**config.mk**
```make
export PLATFORM = sky130hd
export DESIGN_NAME = ball_motion_engine
export DESIGN_NICKNAME = d
export VERILOG_FILES = /design/src/rtl/pong_pkg.sv /design/src/rtl/tick_sync_edge.sv /design/src/rtl/ball_motion_engine.sv
export SDC_FILE = /design/constraint.sdc
export NUM_CORES = 1
export LEC_CHECK = 0
export CAP_MARGIN = 20
export CORE_MARGIN = 2
export CORE_UTILIZATION = 50
export CTS_BUF_LIST = sky130_fd_sc_hd__clkbuf_4
export DETAILED_ROUTE_END_ITERATION = 12
export PLACE_DENSITY = 0.76
export SYNTH_ARGS = -nofsm -noshare
export SYNTH_HDL_FRONTEND = slang
export SYNTH_SLANG_ARGS = --single-unit
```
**constraint.sdc**
```tcl
create_clock -name clk -period 9.5 [get_ports clk]
set_input_delay 2.85 -clock clk [delete_from_list [all_inputs] [get_ports clk]]
set_output_delay 2.85 -clock clk [all_outputs]
set_load 0.1 [all_outputs]
```
**src/rtl/pong_pkg.sv**
```systemverilog
`default_nettype none
// +----------------------------------------------------------------------+
// | Package     : pong_pkg                                               |
// | Description : Shared constants for the pong datapath: coordinate     |
// |               widths, playfield/paddle/ball geometry, FSM encoding   |
// |               and a centring helper.                                 |
// | Revision    : 1.0 - initial release                                  |
// +----------------------------------------------------------------------+
package pong_pkg;

    // Coordinates leave the block 10 bits wide; internal arithmetic is
    // carried one bit wider so sums such as x+BALL_SIZE+STEP never wrap.
    localparam int c_coord_w = 10;
    localparam int c_arith_w = 11;

    localparam int c_screen_w    = 640;
    localparam int c_screen_h    = 480;
    localparam int c_ball_size   = 8;
    localparam int c_paddle_w    = 8;
    localparam int c_paddle_h    = 64;
    localparam int c_paddle_xl   = 16;
    localparam int c_paddle_xr   = 616;
    localparam int c_step        = 4;
    localparam int c_serve_delay = 32;
    localparam int c_win_score   = 9;

    localparam int         c_state_w  = 2;
    localparam logic [1:0] c_st_idle  = 2'd0;
    localparam logic [1:0] c_st_serve = 2'd1;
    localparam logic [1:0] c_st_play  = 2'd2;
    localparam logic [1:0] c_st_over  = 2'd3;

    // Top-left coordinate that centres an object of 'size' in 'extent'.
    function automatic logic [c_coord_w-1:0] centre_coord(input int extent, input int size);
        return c_coord_w'((extent - size) / 2);
    endfunction

endpackage
`default_nettype wire

```
**src/rtl/tick_sync_edge.sv**
```systemverilog
`default_nettype none
// +----------------------------------------------------------------------+
// | Module      : tick_sync_edge                                         |
// | Description : Two-flop synchronizer followed by a registered rising- |
// |               edge detector. A rise on async_in yields a single      |
// |               one-clk pulse, asserted 3 clk after the rise.          |
// | Ports       : clk      - system clock                                |
// |               btnC     - asynchronous active-high reset              |
// |               async_in - level from another clock domain             |
// |               pulse    - one-clk pulse per rising edge of async_in   |
// | Revision    : 1.0 - initial release                                  |
// +----------------------------------------------------------------------+
module tick_sync_edge (
    input  logic clk,
    input  logic btnC,
    input  logic async_in,
    output logic pulse
);

    logic r_sync1;
    logic r_sync2;
    logic r_prev;
    logic r_pulse;

    always_ff @(posedge clk or posedge btnC) begin
        if (btnC) begin
            r_sync1 <= 1'b0;
            r_sync2 <= 1'b0;
            r_prev  <= 1'b0;
            r_pulse <= 1'b0;
        end else begin
            r_sync1 <= async_in;
            r_sync2 <= r_sync1;
            r_prev  <= r_sync2;
            // Registered so consumers see a clean, glitch-free pulse.
            r_pulse <= r_sync2 & ~r_prev;
        end
    end

    assign pulse = r_pulse;

endmodule
`default_nettype wire

```
**src/rtl/ball_motion_engine.sv**
```systemverilog
`default_nettype none
// +----------------------------------------------------------------------+
// | Module      : ball_motion_engine                                     |
// | Description : Pong ball mover. Turns the divider's slow game clock   |
// |               into one-clk ticks; on each tick moves the ball,       |
// |               bounces it off walls and paddles, detects misses and   |
// |               keeps score under an IDLE/SERVE/PLAY/OVER FSM.         |
// | Ports       : clk, btnC (async reset), game_tick (async level),      |
// |               start, paddle_l_y/paddle_r_y (paddle tops) ->          |
// |               ball_x/ball_y, score_l/score_r, point_l/point_r        |
// |               pulses, game_over, state.                              |
// | Revision    : 1.0 - initial release                                  |
// +----------------------------------------------------------------------+
module ball_motion_engine
    import pong_pkg::*;
#(
    parameter int SCREEN_W    = c_screen_w,
    parameter int SCREEN_H    = c_screen_h,
    parameter int BALL_SIZE   = c_ball_size,
    parameter int PADDLE_W    = c_paddle_w,
    parameter int PADDLE_H    = c_paddle_h,
    parameter int PADDLE_XL   = c_paddle_xl,
    parameter int PADDLE_XR   = c_paddle_xr,
    parameter int STEP        = c_step,
    parameter int SERVE_DELAY = c_serve_delay,
    parameter int WIN_SCORE   = c_win_score
) (
    input  logic                 clk,
    input  logic                 btnC,
    input  logic                 game_tick,
    input  logic                 start,
    input  logic [c_coord_w-1:0] paddle_l_y,
    input  logic [c_coord_w-1:0] paddle_r_y,
    output logic [c_coord_w-1:0] ball_x,
    output logic [c_coord_w-1:0] ball_y,
    output logic [3:0]           score_l,
    output logic [3:0]           score_r,
    output logic                 point_l,
    output logic                 point_r,
    output logic                 game_over,
    output logic [c_state_w-1:0] state
);

    localparam int c_cnt_w = $clog2(SERVE_DELAY + 1);

    // Wide-arithmetic geometry constants.
    localparam logic [c_arith_w-1:0] c_step_a    = c_arith_w'(STEP);
    localparam logic [c_arith_w-1:0] c_ball_a    = c_arith_w'(BALL_SIZE);
    localparam logic [c_arith_w-1:0] c_pad_h_a   = c_arith_w'(PADDLE_H);
    localparam logic [c_arith_w-1:0] c_xr_a      = c_arith_w'(PADDLE_XR);
    localparam logic [c_arith_w-1:0] c_xl_edge_a = c_arith_w'(PADDLE_XL + PADDLE_W);
    localparam logic [c_arith_w-1:0] c_scr_w_a   = c_arith_w'(SCREEN_W);
    localparam logic [c_arith_w-1:0] c_y_max_a   = c_arith_w'(SCREEN_H - BALL_SIZE);

    // Output-width constants.
    localparam logic [c_coord_w-1:0] c_y_max    = c_coord_w'(SCREEN_H - BALL_SIZE);
    localparam logic [c_coord_w-1:0] c_step_c   = c_coord_w'(STEP);
    localparam logic [c_coord_w-1:0] c_x_stop_r = c_coord_w'(PADDLE_XR - BALL_SIZE);
    localparam logic [c_coord_w-1:0] c_x_stop_l = c_coord_w'(PADDLE_XL + PADDLE_W);
    localparam logic [c_coord_w-1:0] c_centre_x = centre_coord(SCREEN_W, BALL_SIZE);
    localparam logic [c_coord_w-1:0] c_centre_y = centre_coord(SCREEN_H, BALL_SIZE);
    localparam logic [c_cnt_w-1:0]   c_serve    = c_cnt_w'(SERVE_DELAY);
    localparam logic [3:0]           c_win      = 4'(WIN_SCORE);

    logic [c_state_w-1:0] r_state;
    logic [c_coord_w-1:0] r_ball_x;
    logic [c_coord_w-1:0] r_ball_y;
    logic                 r_dx_right;
    logic                 r_dy_down;
    logic [3:0]           r_score_l;
    logic [3:0]           r_score_r;
    logic                 r_point_l;
    logic                 r_point_r;
    logic [c_cnt_w-1:0]   r_serve_cnt;

    logic                 w_tick;
    logic [c_arith_w-1:0] w_x;
    logic [c_arith_w-1:0] w_y;
    logic [c_arith_w-1:0] w_pl;
    logic [c_arith_w-1:0] w_pr;
    logic                 w_ov_l;
    logic                 w_ov_r;
    logic                 w_hit_l;
    logic                 w_hit_r;
    logic                 w_miss_l;
    logic                 w_miss_r;
    logic [c_coord_w-1:0] w_next_y;
    logic                 w_next_dy;
    logic [3:0]           w_score_l_inc;
    logic [3:0]           w_score_r_inc;

    tick_sync_edge u_tick (
        .clk      (clk),
        .btnC     (btnC),
        .async_in (game_tick),
        .pulse    (w_tick)
    );

    assign w_x  = {1'b0, r_ball_x};
    assign w_y  = {1'b0, r_ball_y};
    assign w_pl = {1'b0, paddle_l_y};
    assign w_pr = {1'b0, paddle_r_y};

    // Paddle overlap uses the pre-move ball_y so the X decision matches
    // what was on screen when the tick arrived.
    assign w_ov_l = (w_y + c_ball_a > w_pl) && (w_y < w_pl + c_pad_h_a);
    assign w_ov_r = (w_y + c_ball_a > w_pr) && (w_y < w_pr + c_pad_h_a);

    // A hit needs the ball to be in front of the paddle face now and to
    // cross it on this step; a ball already past the face can only miss.
    assign w_hit_r  = r_dx_right && (w_x + c_ball_a <= c_xr_a)
                      && (w_x + c_ball_a + c_step_a > c_xr_a) && w_ov_r;
    assign w_hit_l  = !r_dx_right && (w_x >= c_xl_edge_a)
                      && (w_x < c_xl_edge_a + c_step_a) && w_ov_l;
    assign w_miss_r = r_dx_right && (w_x + c_ball_a + c_step_a > c_scr_w_a);
    assign w_miss_l = !r_dx_right && (w_x < c_step_a);

    assign w_score_l_inc = r_score_l + 4'd1;
    assign w_score_r_inc = r_score_r + 4'd1;

    // Vertical step with wall clamp and bounce.
    always_comb begin
        w_next_y  = r_ball_y;
        w_next_dy = r_dy_down;
        if (r_dy_down) begin
            if (w_y + c_step_a >= c_y_max_a) begin
                w_next_y  = c_y_max;
                w_next_dy = 1'b0;
            end else begin
                w_next_y  = r_ball_y + c_step_c;
            end
        end else begin
            if (w_y < c_step_a) begin
                w_next_y  = '0;
                w_next_dy = 1'b1;
            end else begin
                w_next_y  = r_ball_y - c_step_c;
            end
        end
    end

    always_ff @(posedge clk or posedge btnC) begin
        if (btnC) begin
            r_state     <= c_st_idle;
            r_ball_x    <= c_centre_x;
            r_ball_y    <= c_centre_y;
            r_dx_right  <= 1'b1;
            r_dy_down   <= 1'b1;
            r_score_l   <= '0;
            r_score_r   <= '0;
            r_point_l   <= 1'b0;
            r_point_r   <= 1'b0;
            r_serve_cnt <= '0;
        end else begin
            r_point_l <= 1'b0;
            r_point_r <= 1'b0;
            case (r_state)
                c_st_idle: begin
                    if (start) begin
                        r_state     <= c_st_serve;
                        r_serve_cnt <= c_serve;
                    end
                end
                c_st_serve: begin
                    if (w_tick) begin
                        if (r_serve_cnt == c_cnt_w'(1)) begin
                            r_state <= c_st_play;
                        end
                        r_serve_cnt <= r_serve_cnt - c_cnt_w'(1);
                    end
                end
                c_st_play: begin
                    if (w_tick) begin
                        r_ball_y  <= w_next_y;
                        r_dy_down <= w_next_dy;
                        if (w_hit_r) begin
                            r_ball_x   <= c_x_stop_r;
                            r_dx_right <= 1'b0;
                        end else if (w_hit_l) begin
                            r_ball_x   <= c_x_stop_l;
                            r_dx_right <= 1'b1;
                        end else if (w_miss_r) begin
                            // Left player scores; re-serve toward the right.
                            r_score_l  <= w_score_l_inc;
                            r_point_l  <= 1'b1;
                            r_ball_x   <= c_centre_x;
                            r_ball_y   <= c_centre_y;
                            r_dx_right <= 1'b1;
                            if (w_score_l_inc == c_win) begin
                                r_state <= c_st_over;
                            end else begin
                                r_state     <= c_st_serve;
                                r_serve_cnt <= c_serve;
                            end
                        end else if (w_miss_l) begin
                            r_score_r  <= w_score_r_inc;
                            r_point_r  <= 1'b1;
                            r_ball_x   <= c_centre_x;
                            r_ball_y   <= c_centre_y;
                            r_dx_right <= 1'b0;
                            if (w_score_r_inc == c_win) begin
                                r_state <= c_st_over;
                            end else begin
                                r_state     <= c_st_serve;
                                r_serve_cnt <= c_serve;
                            end
                        end else if (r_dx_right) begin
                            r_ball_x <= r_ball_x + c_step_c;
                        end else begin
                            r_ball_x <= r_ball_x - c_step_c;
                        end
                    end
                end
                default: begin
                    // Over: ball stays at centre until a restart.
                    if (start) begin
                        r_score_l   <= '0;
                        r_score_r   <= '0;
                        r_state     <= c_st_serve;
                        r_serve_cnt <= c_serve;
                    end
                end
            endcase
        end
    end

    assign ball_x    = r_ball_x;
    assign ball_y    = r_ball_y;
    assign score_l   = r_score_l;
    assign score_r   = r_score_r;
    assign point_l   = r_point_l;
    assign point_r   = r_point_r;
    assign state     = r_state;
    assign game_over = (r_state == c_st_over);

endmodule
`default_nettype wire

```
==> results.json, run 1 <==
{
  "grt_max_degree": 43,
  "postSynth.asyncResetShare": 1.00,
  "post_synth_inst_count": 566,
  "core_area_um2": 8760,
  "routed-via-count": 4223,
  "yosys_most_used_dff": "dfrtp_1",
  "most_frequent_cells_in_the_layout": "ha_1 (62), clkdlybuf4s50_1 (54), nand2_1 (47), inv_1 (44), nor2_1 (43)",
  "dp_hpwl_mm": 8.48,
  "start_util": 0.519,
  "report.final.setup_viol": 0,
  "antenna_violating_nets_post_route": 0,
  "max_transition_margin": 0.325,
  "htree_num_levels": 2,
  "critPathTopFamily": "compound AO/OA/AOI/OAI gates",
  "worstHoldStart": "u_tick.r_sync1",
  "cp-startpoint": "paddle_r_y[6]",
  "cp_num_buf_inv": 2,
  "drt-wirelength-per-cell_um": 15.9,
  "floorplan.rows": 34,
  "route.detailed.drc": 0,
  "crit_cells": 12,
  "initialDrtViolationCount": 231,
  "clk_transition_reported_paths_ns": 0.13,
  "r2r_slack_ns": 5.16,
  "critical_path_peak_fanout": 11,
  "first_pass_iters": 4,
  "worst_r2r_endpoint": "r_serve_cnt[5]",
  "max-cap-violations": 0,
  "filler_cell_count": 793,
  "postRouteWirelength_mm": 11.2,
  "timing.final.crit_period_ns": 6.13,
  "worst_voltage_drop_across_the_vdd_grid_v": 0.000278,
  "cts.repair.resized": 0,
  "grt_first_pass_wirelength_mm": 18.9,
  "critPathMostFrequentCell": "a21o_1",
  "die_w_um": 99.4,
  "yosysWarningCount": 0,
  "worst_slew_pin_slew_ns": 1.01,
  "later_pin_clock_latency_in_the_skew_report_ns": 0.36,
  "place.port_buffers": 54,
  "end_kind": "flip-flop",
  "layout_worst_path_cycle_share": 0.646,
  "floorplan.io_pins": 57,
  "post-place-cells": 695,
  "detail_route.vias_per_cell": 6.01,
  "total_global_route_track_usage": 0.228,
  "rsz_0062_raised_after_global_routing": "no",
  "post_route_cells_drive_above_1_share": 0.0672,
  "seq_area_frac_synth": 0.234,
  "antennaDiodeCount": 0,
  "nNetsFinal": 680,
  "synth-edff-count": 0,
  "synthToLayoutAreaGrowth_pct": 13.7,
  "floorplan.die.height_um": 99.4,
  "worstHoldPathType": "reg -> reg",
  "clock.fmax_ghz": 0.163,
  "cts-buffers-inserted": 5,
  "r2r.worst_path.cells": 13,
  "worstPathCellList": "clkdlybuf4s50_1, inv_1, ha_1, a21o_1, a21o_1, a211o_1, a2111oi_0, nand4bb_1, or3_1, a41oi_2, or2_1, a221oi_2",
  "via_count_of_the_first_global_routing_pass": 4025,
  "cts.sinks": 42,
  "cts-root-to-sink-buffers": 2,
  "finalPower_uw": 1250,
  "crit_path_max_incr_delay_ns": 0.55,
  "hold_ws_ns": 0.367,
  "crit-reg2reg-launch": "ball_y[5]",
  "finish.cell_count_without_fillers": 703,
  "cts_tree": "built",
  "antenna_found_initial": 0,
  "netlist_area_um2": 4550,
  "finalHoldViolCount": 0,
  "critPathArrivalTime_ns": 6.41,
  "endpoint_of_the_most_critical_setup_path": "r_serve_cnt[5]",
  "ys_seq_elements": 42,
  "finalCoreUtilization": 0.590,
  "max_slew_violation_count": 0,
  "ctsRootBufferMaster": "clkbuf_4",
  "worst_setup_path_start_kind": "input pin",
  "post_cts_hold_buffer_count": 0,
  "timing.clock.skew_ns": 0.0111,
  "gr-total-overflow": 0,
  "power_leakage_uw": 0.00225,
  "die-area_um2": 9880,
  "cts_setup_buffers": 0,
  "status": "complete, no violations",
  "timing.setup.tns_ns": 0,
  "gp_routability_congestion": 0.899,
  "synth_cell_type_count": 74,
  "slowest_cell_on_the_critical_path": "clkdlybuf4s50_1",
  "layout_commonest_cell": "ha_1",
  "cellPowerDensity_nw_per_um2": 241,
  "postSynthAreaPerCell_um2": 8.04,
  "critPathKind": "in -> reg",
  "worst-endpoint-required_ns": 9.78
}
[routing by layer]
| layer | track usage | part of all wire | up-vias | wire (µm) |
|---|---|---|---|---|
| met4 | 0.0611 | 0.017 | 0 | 191 |
| met5 | 0 | 0 | - | 0 |
| met3 | 0.0295 | 0.041 | 18 | 461 |
| li1 | - | - | 2096 | - |
| met2 | 0.391 | 0.49 | 107 | 5480 |
| met1 | 0.304 | 0.45 | 2002 | 5040 |
[power by group]
group          leakage, µW  internal (µW)  switching, µW  total (µW)
clock            0.0000528           81.1           61.2         142
sequential        0.000520            220           78.5         298
combinational      0.00168            281            523         805
total              0.00225            582            663        1250
[sequential cells by signal, summed over array words and instances (netlist names)]
signal,count
ball_x,8
ball_y,10
point_l,1
point_r,1
r_dx_right,1
r_dy_down,1
r_serve_cnt,6
score_l,4
score_r,4
state,2
u_tick.pulse,1
u_tick.r_prev,1
u_tick.r_sync1,1
u_tick.r_sync2,1
[cell usage after synthesis (all sizes together), types with 3 or more instances]
master | instances | area share
clkbuf | 21 | 0.017
a211oi | 5 | 0.0094
nand2b | 8 | 0.011
nor4 | 8 | 0.011
o31ai | 13 | 0.024
nand2 | 47 | 0.039
a21oi | 30 | 0.033
nand3 | 30 | 0.034
o211ai | 5 | 0.0083
xor2 | 7 | 0.015
or2 | 3 | 0.0041
nor3 | 12 | 0.013
nor2 | 43 | 0.035
inv | 45 | 0.037
a211o | 3 | 0.0058
dfrtp | 30 | 0.17
a22oi | 3 | 0.0050
a2111oi | 3 | 0.0072
nor2b | 8 | 0.011
and3 | 6 | 0.0094
dfstp | 12 | 0.069
or3 | 5 | 0.0069
buf | 14 | 0.019
a22o | 4 | 0.0077
and2 | 6 | 0.0083
o21ai | 39 | 0.045
or4 | 4 | 0.0066
a31oi | 9 | 0.012
a21o | 12 | 0.020
mux2i | 9 | 0.023
ha | 62 | 0.17
mux2 | 3 | 0.0074
nand4 | 9 | 0.012
xnor2 | 14 | 0.029
[area by class of cell]
class / count / area [µm²] / share of cell area
multi-input cells: 445 / 3150 / 0.609
flip-flops and latches: 42 / 1070 / 0.206
repair buffers: 55 / 548 / 0.106
inverters: 45 / 169 / 0.0327
well taps: 108 / 135 / 0.0261
clock inverters: 3 / 63.8 / 0.0123
clock buffers: 5 / 37.5 / 0.00726
[cell families (layout without fill, tap and decap cells)]
logic type,count (synthesis),in the layout,synth area share
multiplexers,12,12,0.0300
adder cells (fa/ha/maj),62,62,0.171
other,1,2,0.000825
XOR/XNOR,21,21,0.0437
AND/OR/NAND/NOR,197,197,0.219
flip-flops,42,42,0.234
buffers and inverters,80,108,0.0737
AO/OA/AOI/OAI,151,151,0.228
[stage by stage]
step	instance area (µm²)	setup WS, ns
finish	5170	3.37
detailed placement	5070	3.00
global placement	5070	3.09
global route	5170	3.17
floorplan	4550	4.15
CTS	5170	3.39
[worst reg2reg max path: cells and delay by family (launching register included)]
family | cells | cell delay, ns
AOI/OAI and AO/OA | 4 | 1.27
xor gates and xnor gates | 1 | 0.30
adders and majority gates | 1 | 0.31
and+or+nand+nor | 7 | 1.59
DFF | 1 | 0.80
[how the worst min path moves through the flow]
stage                          end  cells past startpoint
finish              u_tick.r_sync2                      0
CTS                 u_tick.r_sync2                      0
global placement    u_tick.r_sync2                      0
global route        u_tick.r_sync2                      0
detailed placement  u_tick.r_sync2                      0
floorplan           u_tick.r_sync2                      0
Power figures use the tool's default switching activity.
==> run 2: changes to the inputs <==
--- a/config.mk
+++ b/config.mk
@@ -10,7 +10,7 @@
 export CORE_UTILIZATION = 50
 export CTS_BUF_LIST = sky130_fd_sc_hd__clkbuf_4
 export DETAILED_ROUTE_END_ITERATION = 12
-export PLACE_DENSITY = 0.76
+export PLACE_DENSITY = 0.79
 export SYNTH_ARGS = -nofsm -noshare
 export SYNTH_HDL_FRONTEND = slang
 export SYNTH_SLANG_ARGS = --single-unit
==> constraint.sdc (replaced) <==
create_clock -name clk -period 5.1 [get_ports clk]
set_input_delay 1.53 -clock clk [delete_from_list [all_inputs] [get_ports clk]]
set_output_delay 1.53 -clock clk [all_outputs]
set_load 0.1 [all_outputs]
==> run 2 against run 1 <==
Net effect:
- count of clock-buffer cells in the layout grew 2
- cell count up 0.28%
- combinational power rose by 89%
- flip-flop and latch count unchanged
- sequential power rose by 86%
- critical path depth rose by 2
- critical path type unchanged
- largest power group unchanged
- highest routed layer unchanged
==> results.json, run 2 (same netlist as run 1, synthesis figures left out) <==
{
  "timing.setup.tns_ns": 0,
  "worst-endpoint-required_ns": 5.34,
  "report.final.setup_viol": 0,
  "worstPathCellList": "clkdlybuf4s50_1, ha_1, xnor2_1, ha_1, a21o_1, a21oi_1, o32ai_1, nor3_1, nand4bb_1, or3_1, a41oi_2, buf_4, o31ai_1, a221o_1",
  "die-area_um2": 9880,
  "finalHoldViolCount": 0,
  "synthToLayoutAreaGrowth_pct": 13.1,
  "post_route_cells_drive_above_1_share": 0.0720,
  "floorplan.io_pins": 57,
  "die_w_um": 99.4,
  "postRouteWirelength_mm": 11.5,
  "gp_routability_congestion": 0.953,
  "cp_num_buf_inv": 2,
  "worst_voltage_drop_across_the_vdd_grid_v": 0.000324,
  "clock.fmax_ghz": 0.226,
  "initialDrtViolationCount": 337,
  "max-cap-violations": 0,
  "cellPowerDensity_nw_per_um2": 436,
  "status": "complete, no violations",
  "finalCoreUtilization": 0.587,
  "critical_path_peak_fanout": 7,
  "detail_route.vias_per_cell": 6.16,
  "cts-buffers-inserted": 5,
  "core_area_um2": 8760,
  "drt-wirelength-per-cell_um": 16.3,
  "gr-total-overflow": 0,
  "later_pin_clock_latency_in_the_skew_report_ns": 0.36,
  "layout_worst_path_cycle_share": 0.868,
  "worst_slew_pin_slew_ns": 0.980,
  "most_frequent_cells_in_the_layout": "ha_1 (62), clkdlybuf4s50_1 (54), nand2_1 (47), inv_1 (45), nor2_1 (43)",
  "timing.final.crit_period_ns": 4.43,
  "grt_max_degree": 27,
  "antenna_found_initial": 0,
  "cts_tree": "built",
  "antennaDiodeCount": 0,
  "place.port_buffers": 54,
  "htree_num_levels": 2,
  "cts.sinks": 42,
  "start_util": 0.519,
  "largest_register_ffs": 10,
  "nNetsFinal": 683,
  "antenna_violating_nets_post_route": 0,
  "via_count_of_the_first_global_routing_pass": 4217,
  "dp_hpwl_mm": 8.59,
  "critPathTopFamily": "compound AO/OA/AOI/OAI gates",
  "power_leakage_uw": 0.00224,
  "grt_first_pass_wirelength_mm": 19.4,
  "end_kind": "flip-flop",
  "clk_transition_reported_paths_ns": 0.11,
  "slowest_cell_on_the_critical_path": "clkdlybuf4s50_1",
  "cts-root-to-sink-buffers": 2,
  "ctsRootBufferMaster": "clkbuf_4",
  "first_pass_iters": 5,
  "total_global_route_track_usage": 0.234,
  "timing.clock.skew_ns": 0.0167,
  "routed-via-count": 4342,
  "cts_setup_buffers": 0,
  "crit_path_max_incr_delay_ns": 0.48,
  "critPathKind": "in -> reg",
  "floorplan.rows": 34,
  "max_slew_violation_count": 0,
  "cts.repair.resized": 0,
  "route.detailed.drc": 0,
  "rsz_0062_raised_after_global_routing": "no",
  "critPathArrivalTime_ns": 4.67,
  "max_transition_margin": 0.344,
  "critPathMostFrequentCell": "ha_1",
  "worst_setup_path_start_kind": "input pin",
  "floorplan.die.height_um": 99.4,
  "worstHoldPathType": "reg -> reg",
  "layout_commonest_cell": "ha_1",
  "post_cts_hold_buffer_count": 0
}
[run 2: cell count changes in the layout (fill, tap and decap cells not counted), sizes merged]
cell / change
bufinv: -2
buf: +3
clkinv: -2
clkbuf: +2
inv: +1
[run 2: layout make-up]
type,count,area [µm²]
fill,782,3620
clock buffer,7,52.6
inverter,45,169
timing repair buffer,58,571
multi-input combinational,445,3150
tap,108,135
sequential,42,1070
[run 2: report_power, final]
group / switching (µW) / total [µW] / internal (µW)
combinational: 986 / 1520 / 530
clock: 107 / 170 / 62.8
sequential: 145 / 554 / 409
total: 1240 / 2240 / 1000
[run 2: metrics by stage]
stage                     std cells  power, µW  hold WS (ns)  worst slack [ns]  instance area (µm²)
after floorplan                 567       1720         0.331             0.849                 4550
final                           705       2240         0.371             0.674                 5140
after global placement          698       2000         0.339             0.430                 5090
after global routing            705       2430         0.376             0.455                 5140
after CTS                       705       2240         0.373             0.685                 5140
after detailed placement        698       2060         0.344             0.297                 5090
[run 2: metal layers]
metal / up-vias / wire length, µm / global-route usage
met1: 2062 / 4970 / 0.310
met5: - / 0 / 0
met2: 174 / 5650 / 0.399
li1: 2093 / - / -
met4: 0 / 157 / 0.0674
met3: 13 / 689 / 0.0302
[run 2: final timing paths]
path / to / slack [ns] / start / cells past startpoint
worst max-delay path: state[1] / 0.67 / paddle_r_y[6] / 14
worst min-delay path: u_tick.r_sync2 / 0.37 / u_tick.r_sync1 / 0
worst max register to register: score_l[3] / 1.20 / ball_y[6] / 13
worst min register to register: u_tick.r_sync2 / 0.37 / u_tick.r_sync1 / 0
max in group asynchronous: ball_y[2] / 2.64 / btnC / 3
min in group asynchronous: u_tick.r_sync1 / 1.60 / btnC / 2
==> run 3: changes to the inputs <==
--- a/config.mk
+++ b/config.mk
@@ -10,7 +10,7 @@
 export CORE_UTILIZATION = 50
 export CTS_BUF_LIST = sky130_fd_sc_hd__clkbuf_4
 export DETAILED_ROUTE_END_ITERATION = 12
-export PLACE_DENSITY = 0.79
+export PLACE_DENSITY = 0.86
 export SYNTH_ARGS = -nofsm -noshare
 export SYNTH_HDL_FRONTEND = slang
 export SYNTH_SLANG_ARGS = --single-unit
==> run 3 against run 2 <==
Net effect:
- power increased by 2.6%
- final area increased by 0.49%
- routed wire length increased by 2.0%
- combinational power about the same
- non-clock buffer count unchanged
- core utilization increased by 0.29 points
- critical path type unchanged
==> results.json, run 3 (same netlist as run 1, synthesis figures left out) <==
{
  "cts_tree": "built",
  "timing.hold.worst_endpoint": "u_tick.r_sync2",
  "finalPower_uw": 2300,
  "slowest_cell_on_the_critical_path": "clkdlybuf4s50_1",
  "timing.final.crit_period_ns": 4.43,
  "die-area_um2": 9880,
  "report.final.setup_viol": 0,
  "total_global_route_track_usage": 0.239,
  "grt_first_pass_wirelength_mm": 19.7,
  "dp_hpwl_mm": 8.80,
  "worstHoldStart": "u_tick.r_sync1",
  "floorplan.die.height_um": 99.4,
  "gp_routability_congestion": 0.902,
  "route.detailed.drc": 0,
  "post_dp_cell_area_um2": 5090,
  "status": "complete, no violations",
  "cts.sinks": 42,
  "gr-total-overflow": 0,
  "max-cap-violations": 0,
  "timing.clock.skew_ns": 0.0208,
  "clock_power_share": 0.094,
  "clk_transition_reported_paths_ns": 0.13,
  "worstHoldPathType": "reg -> reg",
  "stdcell_area_um2": 5170,
  "max_slew_violation_count": 0,
  "most_frequent_cells_in_the_layout": "ha_1 (62), clkdlybuf4s50_1 (54), nand2_1 (47), inv_1 (44), nor2_1 (43)",
  "cts.repair.resized": 0,
  "layout_worst_path_cycle_share": 0.868,
  "worst_setup_path_start_kind": "input pin",
  "antenna_violating_nets_post_route": 0,
  "routed-via-count": 4372,
  "htree_num_levels": 2,
  "worst_slew_pin_slew_ns": 0.980,
  "worst_voltage_drop_across_the_vdd_grid_v": 0.000427,
  "ctsRootBufferMaster": "clkbuf_4",
  "max_transition_margin": 0.344,
  "critPathMostFrequentCell": "a21o_1",
  "worst-endpoint-required_ns": 5.40,
  "layout_commonest_cell": "ha_1",
  "floorplan.io_pins": 57,
  "power_leakage_uw": 0.00225,
  "cts-root-to-sink-buffers": 2,
  "worstPathCellList": "clkdlybuf4s50_1, inv_1, ha_1, a21o_1, a21o_1, a211o_1, a2111oi_0, nand4bb_1, o31a_2, nand2_1, or4_1, nand3_1",
  "p_seq_frac": 0.242,
  "finalHoldViolCount": 0,
  "end_kind": "flip-flop",
  "nNetsFinal": 683,
  "cts-buffers-inserted": 5,
  "crit-reg2reg-launch": "ball_y[6]",
  "r2r_slack_ns": 1.08,
  "critPathKind": "in -> reg",
  "via_count_of_the_first_global_routing_pass": 4212,
  "internal-power_uw": 1040,
  "rsz_0062_raised_after_global_routing": "no",
  "share_of_total_power_in_combinational_logic": 0.663,
  "floorplan.rows": 34,
  "cellPowerDensity_nw_per_um2": 445,
  "cts_setup_buffers": 0,
  "r2r.worst_path.cells": 13,
  "clock.fmax_ghz": 0.226,
  "post_route_cells_drive_above_1_share": 0.0736,
  "crit_path_max_incr_delay_ns": 0.53,
  "netSwitchingPower_uw": 1260,
  "drt-wirelength-per-cell_um": 16.6,
  "synthToLayoutAreaGrowth_pct": 13.6,
  "die_w_um": 99.4,
  "critical_path_peak_fanout": 7,
  "place.port_buffers": 54,
  "min_path_cells": 0,
  "later_pin_clock_latency_in_the_skew_report_ns": 0.37,
  "detail_route.vias_per_cell": 6.19,
  "timing.setup.tns_ns": 0,
  "first_pass_iters": 5,
  "core_area_um2": 8760,
  "worst_r2r_endpoint": "score_l[3]",
  "switching_share": 0.547,
  "postRouteWirelength_mm": 11.7,
  "largest_register_ffs": 10,
  "post_cts_hold_buffer_count": 0,
  "grt_max_degree": 43,
  "critPathArrivalTime_ns": 4.73,
  "antenna_found_initial": 0,
  "initialDrtViolationCount": 442,
  "start_util": 0.519,
  "antennaDiodeCount": 0
}
[run 3: changes by cell type in the layout (fill, tap and decap cells not counted)]
cell / previous run / this run
clkinv_2: 0 / 2
inv_1: 45 / 44
bufinv_16: 0 / 1
clkinv_1: 0 / 1
clkbuf_4: 7 / 5
[run 3: how the worst max path moves through the flow]
| stage | startpoint | endpoint | slack (ns) |
|---|---|---|---|
| after floorplan | ball_y[6] | state[1] | 0.85 |
| after global placement | paddle_r_y[6] | score_l[3] | 0.46 |
| after detailed placement | paddle_r_y[6] | score_l[3] | 0.31 |
| after CTS | paddle_r_y[6] | score_l[3] | 0.70 |
| after global routing | paddle_r_y[6] | state[1] | 0.53 |
| final | paddle_r_y[6] | score_l[3] | 0.67 |
[run 3: through the flow]
stage | hold slack (ns) | setup slack (ns) | util | std cells
finish | 0.374 | 0.674 | 0.590 | 706
global route | 0.387 | 0.532 | 0.590 | 706
CTS | 0.378 | 0.701 | 0.590 | 706
detailed placement | 0.339 | 0.310 | 0.581 | 698
global placement | 0.339 | 0.463 | 0.581 | 698
floorplan | 0.331 | 0.849 | - | 567
[run 3: area by class of cell]
type                       count  area, µm²
timing repair buffer          58        571
sequential                    42       1070
clock buffer                   5       37.5
multi-input combinational    445       3150
inverter                      45        169
fill                         772       3590
tap                          108        135
clock inverter                 3       40.0
[run 3: critical path, delay by kind of cell]
kind | cells | cell delay [ns]
AND/OR/NAND/NOR | 4 | 1.01
AO/OA/AOI/OAI | 5 | 1.26
buffers and inverters | 2 | 0.60
adder cells (fa/ha/maj) | 1 | 0.31
[run 3: layer usage]
layer,global-route usage,vias up,wire length (µm)
li1,-,2090,-
met1,0.321,2077,5190
met2,0.407,174,5560
met3,0.0218,31,670
met4,0.0759,0,286
met5,0,-,0
[run 3: power by group through the flow]
stage	logic [µW]	registers, µW	clock network [µW]
2_1_floorplan	959	759	0
3_3_place_gp	1440	556	0
3_5_place_dp	1510	559	0
4_1_cts	1520	555	223
5_1_grt	1670	571	238
6_report	1520	556	217
